$ cat config.mk
export PLATFORM = sky130hd
export DESIGN_NAME = ram_arbiter
export DESIGN_NICKNAME = d
export VERILOG_FILES = /design/src/rtl/ram_arbiter.sv
export SDC_FILE = /design/constraint.sdc
export NUM_CORES = 1
export LEC_CHECK = 0
export ABC_AREA = 1
export ABC_CLOCK_PERIOD_IN_PS = 4340
export BUFFER_PORTS_ARGS = -buffer_cell sky130_fd_sc_hd__buf_4
export CORE_MARGIN = 5
export CORE_UTILIZATION = 39
export CTS_BUF_LIST = sky130_fd_sc_hd__clkbuf_8
export CTS_CLUSTER_DIAMETER = 80
export DETAILED_ROUTE_END_ITERATION = 10
export HOLD_SLACK_MARGIN = 0.08
export PLACE_DENSITY_LB_ADDON = 0.25
export SKIP_LAST_GASP = 1
export SYNTH_ARGS = -nofsm -noshare
export SYNTH_HDL_FRONTEND = slang
export SYNTH_SLANG_ARGS = --single-unit
export TNS_END_PERCENT = 30
$ cat constraint.sdc
create_clock -name i_clk -period 4.34 [get_ports i_clk]
set_input_delay 0.217 -clock i_clk [delete_from_list [all_inputs] [get_ports i_clk]]
set_output_delay 0.217 -clock i_clk [all_outputs]
set_load 0.01 [all_outputs]
$ cat src/rtl/ram_arbiter.sv
// ram_arbiter: two-port arbiter in front of a single-port synchronous RAM.
//
// Port 0 (core) and port 1 (loader/debug) each present req/we/addr/wdata.
// At most one port is granted per cycle. A granted port may hold the RAM
// across several accesses by asserting its lock input. The lock ends after
// LOCK_MAX consecutive grants.
//
// Ports:
//   i_clk, i_reset              clock, synchronous active-high reset
//   i_reqN, i_weN, i_lockN      request, write enable, lock request per port
//   i_addrN, i_wdataN           address and write data per port
//   o_ackN                      combinational grant for this cycle
//   o_rvalidN, o_rdataN         read data return, one cycle after a read ack
//   o_ram_load/addr/data        RAM write enable, address, write data
//   i_ram_data                  RAM read data, one cycle after the address
//
// Ownership FSM:
//   state    | meaning
//   ST_FREE  | no owner; grant by request, contested cycles go to the
//            | port that was not granted most recently
//   ST_LOCK0 | port 0 owns the RAM; port 1 held off while port 0 requests
//   ST_LOCK1 | port 1 owns the RAM; port 0 held off while port 1 requests
module ram_arbiter #(
  parameter int ADDR_WIDTH = 8,
  parameter int DATA_WIDTH = 16,
  parameter int LOCK_MAX   = 16
) (
  input  logic                  i_clk,
  input  logic                  i_reset,
  input  logic                  i_req0,
  input  logic                  i_req1,
  input  logic                  i_we0,
  input  logic                  i_we1,
  input  logic                  i_lock0,
  input  logic                  i_lock1,
  input  logic [ADDR_WIDTH-1:0] i_addr0,
  input  logic [ADDR_WIDTH-1:0] i_addr1,
  input  logic [DATA_WIDTH-1:0] i_wdata0,
  input  logic [DATA_WIDTH-1:0] i_wdata1,
  output logic                  o_ack0,
  output logic                  o_ack1,
  output logic                  o_rvalid0,
  output logic                  o_rvalid1,
  output logic [DATA_WIDTH-1:0] o_rdata0,
  output logic [DATA_WIDTH-1:0] o_rdata1,
  output logic                  o_ram_load,
  output logic [ADDR_WIDTH-1:0] o_ram_addr,
  output logic [DATA_WIDTH-1:0] o_ram_data,
  input  logic [DATA_WIDTH-1:0] i_ram_data
);

  localparam logic [1:0] ST_FREE  = 2'd0;
  localparam logic [1:0] ST_LOCK0 = 2'd1;
  localparam logic [1:0] ST_LOCK1 = 2'd2;

  localparam int CNT_W = $clog2(LOCK_MAX + 1);
  localparam logic [CNT_W-1:0] CNT_ONE = CNT_W'(1);
  localparam logic [CNT_W-1:0] CNT_MAX = CNT_W'(LOCK_MAX);

  logic [1:0]       state_q, state_d;
  logic [CNT_W-1:0] lock_cnt_q, lock_cnt_d;
  logic             last_grant_q, last_grant_d;
  logic             rvalid0_q, rvalid0_d;
  logic             rvalid1_q, rvalid1_d;
  logic             grant0, grant1;

  // Grant selection. In a lock state the owner has priority; if the owner
  // drops its request the lock is over and the other port may take this
  // very cycle.
  always_comb begin
    grant0 = 1'b0;
    grant1 = 1'b0;
    if (!i_reset) begin
      case (state_q)
        ST_LOCK0: begin
          if (i_req0)      grant0 = 1'b1;
          else if (i_req1) grant1 = 1'b1;
        end
        ST_LOCK1: begin
          if (i_req1)      grant1 = 1'b1;
          else if (i_req0) grant0 = 1'b1;
        end
        default: begin
          if (i_req0 && i_req1) begin
            if (last_grant_q) grant0 = 1'b1;
            else              grant1 = 1'b1;
          end else begin
            grant0 = i_req0;
            grant1 = i_req1;
          end
        end
      endcase
    end
  end

  // Next-state logic. lock_cnt counts grants in the current lock, including
  // the one from ST_FREE that started it. The grant that brings it to
  // LOCK_MAX ends the lock; last_grant already names the owner at that
  // point, so the other port wins the next contested cycle.
  always_comb begin
    state_d    = state_q;
    lock_cnt_d = lock_cnt_q;
    if (grant1)      last_grant_d = 1'b1;
    else if (grant0) last_grant_d = 1'b0;
    else             last_grant_d = last_grant_q;

    case (state_q)
      ST_LOCK0: begin
        if (grant0 && i_lock0 && ((lock_cnt_q + CNT_ONE) < CNT_MAX)) begin
          lock_cnt_d = lock_cnt_q + CNT_ONE;
        end else begin
          state_d    = ST_FREE;
          lock_cnt_d = '0;
        end
      end
      ST_LOCK1: begin
        if (grant1 && i_lock1 && ((lock_cnt_q + CNT_ONE) < CNT_MAX)) begin
          lock_cnt_d = lock_cnt_q + CNT_ONE;
        end else begin
          state_d    = ST_FREE;
          lock_cnt_d = '0;
        end
      end
      default: begin
        state_d    = ST_FREE;
        lock_cnt_d = '0;
        // A single-grant lock limit means a lock can never extend past the
        // grant that requested it, so there is nothing to enter.
        if (LOCK_MAX > 1) begin
          if (grant0 && i_lock0) begin
            state_d    = ST_LOCK0;
            lock_cnt_d = CNT_ONE;
          end else if (grant1 && i_lock1) begin
            state_d    = ST_LOCK1;
            lock_cnt_d = CNT_ONE;
          end
        end
      end
    endcase

    rvalid0_d = grant0 && !i_we0;
    rvalid1_d = grant1 && !i_we1;
  end

  always_ff @(posedge i_clk) begin
    if (i_reset) begin
      state_q      <= ST_FREE;
      lock_cnt_q   <= '0;
      last_grant_q <= 1'b1;
      rvalid0_q    <= 1'b0;
      rvalid1_q    <= 1'b0;
    end else begin
      state_q      <= state_d;
      lock_cnt_q   <= lock_cnt_d;
      last_grant_q <= last_grant_d;
      rvalid0_q    <= rvalid0_d;
      rvalid1_q    <= rvalid1_d;
    end
  end

  assign o_ack0 = grant0;
  assign o_ack1 = grant1;

  always_comb begin
    o_ram_load = 1'b0;
    o_ram_addr = '0;
    o_ram_data = '0;
    if (grant0) begin
      o_ram_load = i_we0;
      o_ram_addr = i_addr0;
      o_ram_data = i_wdata0;
    end else if (grant1) begin
      o_ram_load = i_we1;
      o_ram_addr = i_addr1;
      o_ram_data = i_wdata1;
    end
  end

  // A read granted just before reset asserts would otherwise show up in
  // the first reset cycle; masking with i_reset keeps reset cycles silent.
  assign o_rvalid0 = rvalid0_q && !i_reset;
  assign o_rvalid1 = rvalid1_q && !i_reset;
  assign o_rdata0  = o_rvalid0 ? i_ram_data : '0;
  assign o_rdata1  = o_rvalid1 ? i_ram_data : '0;

endmodule

==> out/summary.txt <==
CP max stage delay - 460 ps
slew of the pin with the lowest slew margin - 549.5 ps
input/output buffers - 132
Layout fillers - 267
# hold bufs at CTS - 0
synthesized area per cell - 5.793 um2
synth top area cells - nand2_1 20%, dfxtp_1 16%, o21ai_2 13%
RSZ-0062 raised after global routing - no
Max VDD drop - 0.0002251 V
Max Freq - 398.5 MHz
Yosys cell types - 26
DP Worst Slack - 2068 ps
outcome - completed
Worst Min Path Start - i_we0
multi-input logic area - 877.1 um2
row count - 20
R2R setup slack - 2220 ps
global-route wire length before repair - 7410 um
initial drt markers - 138
Post-Layout Inst Area - 2288 um2
post-CTS setup repair buffer count - 0
Syn Nets - 291
synth cell count leaders - 67 x nand2_1, 44 x nor2_1, 25 x inv_1, 19 x o21ai_2, 10 x dfxtp_1
I/O pin count - 133
vias in the first global route - 1,487
total wire length - 5214 um
RR Startpoint - state_q[0]$_SDFFE_PP0P_
DIE AREA - 4441 um2
CTS tree - built
routed len/inst - 13.47 um
CTS Root Cell - clkbuf_8
CTS clk-pin slew, worst paths - 50 ps
final critical-path share of the clock period - 57.83%
Pleak - 1.337 nW
dpl hpwl - 4342 um
Layout area overhead - 82.90%
Die X - 66.64 um
DRC - 0
setup TNS - 0 ps
post-synth top area share - 20.10%
ratio of cells with drive above 1 in the final layout - 51.60%
Worst Path Required - 4120 ps
final antenna-violating net count - 0
pin count of the biggest net entering global routing - 28
r2r endpoint - state_q[1]$_SDFFE_PP0P_
worst endpoint data arrival time - 2290 ps
DR vias - 1,774
FF-to-FF path depth - 11
crit path max fanout - 27
crit start category - register
Final Slew Violations - 0
nets - 419
Setup crit start - state_q[0]$_SDFFE_PP0P_
Seq/Total Area, Yosys - 16.00%
Post-Synthesis Cells - 216
Post-CTS Resized - 0
Cell Area, Placed - 2233 um2
end of the critical path - o_ram_load
H-tree lvl count - 1
Yosys Warn Count - 0
FFs w/ async S/R, synth - 0%
initial antenna violation count - 0
Remaining Overflow, GRT - 0
Yosys reg bits - 10
Min-Delay Path Class - in2reg
cell taking the most area after synthesis - nand2_1
DR pass1 iterations - 4
CTS Buf Count - 3
number of synthesized flops with an enable pin - 0
height of the die - 66.64 um
endpoints failing hold - 0
clk_skew - 0.1114 ps
number of diodes - 0
Initial Util - 40.65%
Storage cell area - 200.2 um2
minimum clock period - 2510 ps
slew margin rel. - 63.28%
Worst-Skew Late Latency - 230 ps
Slowest-stage cell, CP - ha_1
Mapped Area - 1251 um2
Setup crit end kind - output pin
Clock Sinks - 10
fin worst setup slack - 1830 ps
gpl congestion - 0.8257
clk buf depth - 2
PD cells - 178.6 nW/um2
Setup Crit Path Kind - reg2out
core area - 3078 um2
critical-path cell list - inv_1, ha_1, nor2_2, nand2_2, nand3_4, nor2_8, inv_2, nor2_1, a21oi_1, buf_4
gr usage total - 21.41%
ys flop type - dfxtp_1
via-per-instance ratio - 4.584
maxcap violations - 0
Final Setup Violations - 0
most common cell in the netlist - nand2_1
[logic make-up (layout without fill, tap and decap cells)]
logic type,count (synthesis),in the layout,synth area share [%]
AO/OA/AOI/OAI,26,26,16.10
XOR/XNOR,1,1,0.7001
flip-flops,10,10,16.00
AND/OR/NAND/NOR,137,137,50.00
adder cells (fa/ha/maj),3,3,3.000
other,1,1,0.2997
buffers and inverters,38,165,13.90
[worst min path at each step]
| stage | cells after the start | endpoint |
|---|---|---|
| after floorplan | 1 | rvalid1_q$_SDFF_PP0_ |
| after global placement | 2 | rvalid0_q$_SDFF_PP0_ |
| after detailed placement | 2 | rvalid0_q$_SDFF_PP0_ |
| after CTS | 2 | rvalid0_q$_SDFF_PP0_ |
| after global routing | 2 | rvalid1_q$_SDFF_PP0_ |
| final | 2 | rvalid0_q$_SDFF_PP0_ |
[sequential cells by signal, indices dropped and copies added (netlist names)]
name	cells
rvalid0_q	1
state_q	2
lock_cnt_q	5
rvalid1_q	1
last_grant_q	1
[layout by cell type (no fill, tap or decap)]
master    count
buf_4       132
nand2_1      67
nor2_1       44
inv_1        25
o21ai_2      19
dfxtp_1      10
o21ai_0       6
nand3_1       6
nor2_2        5
nand2_2       4
clkbuf_8      4
inv_2         3
ha_1          3
nand3_2       2
nand2_4       2
nand4_1       2
nand3_4       1
nor2_8        1
nor2_4        1
clkinv_2      1
a21oi_1       1
or2_2         1
nand4_2       1
xnor2_1       1
conb_1        1
[per-layer routing]
layer,vias up,track usage [%],share of wire [%]
met5,-,0,0
met4,0,6.599,1.4
met3,10,3.710,7.5
met2,62,38.86,52
met1,795,25.23,39
li1,907,-,-
[report_power, final]
| group | leakage, nW | switching [mW] | total, mW | internal (mW) |
|---|---|---|---|---|
| Combinational | 1.23 | 0.0993 | 0.196 | 0.0966 |
| Clock | 0.0288 | 0.0341 | 0.114 | 0.0795 |
| Sequential | 0.0818 | 0.00295 | 0.0993 | 0.0963 |
[stage by stage]
stage | util (%) | hold slack [ps] | std cells | power [mW]
CTS | 74.35 | 143.1 | 387 | 0.4138
global route | 74.35 | 136.4 | 387 | 0.4355
floorplan | - | 289.4 | 216 | 0.2009
detailed placement | 72.56 | 390.3 | 383 | 0.2974
global placement | 72.56 | 386.2 | 383 | 0.2939
finish | 74.35 | 146.3 | 387 | 0.4088
[critical path: cells and delay by family (launching register included)]
kind | cells | cell delay, ps
AOI/OAI and AO/OA | 1 | 50
buffers and inverters | 3 | 270
and+or+nand+nor | 5 | 930
adders and majority gates | 1 | 460
DFF | 1 | 350
[cell type report]
cell class,instances,share of cell area [%]
Multi-Input combinational cell,168,38.33
Clock buffer,4,2.406
Tap cell,44,2.406
Timing Repair Buffer,132,43.30
Inverter,29,4.811
Sequential cell,10,8.748
(Power assumes the default switching activity.)
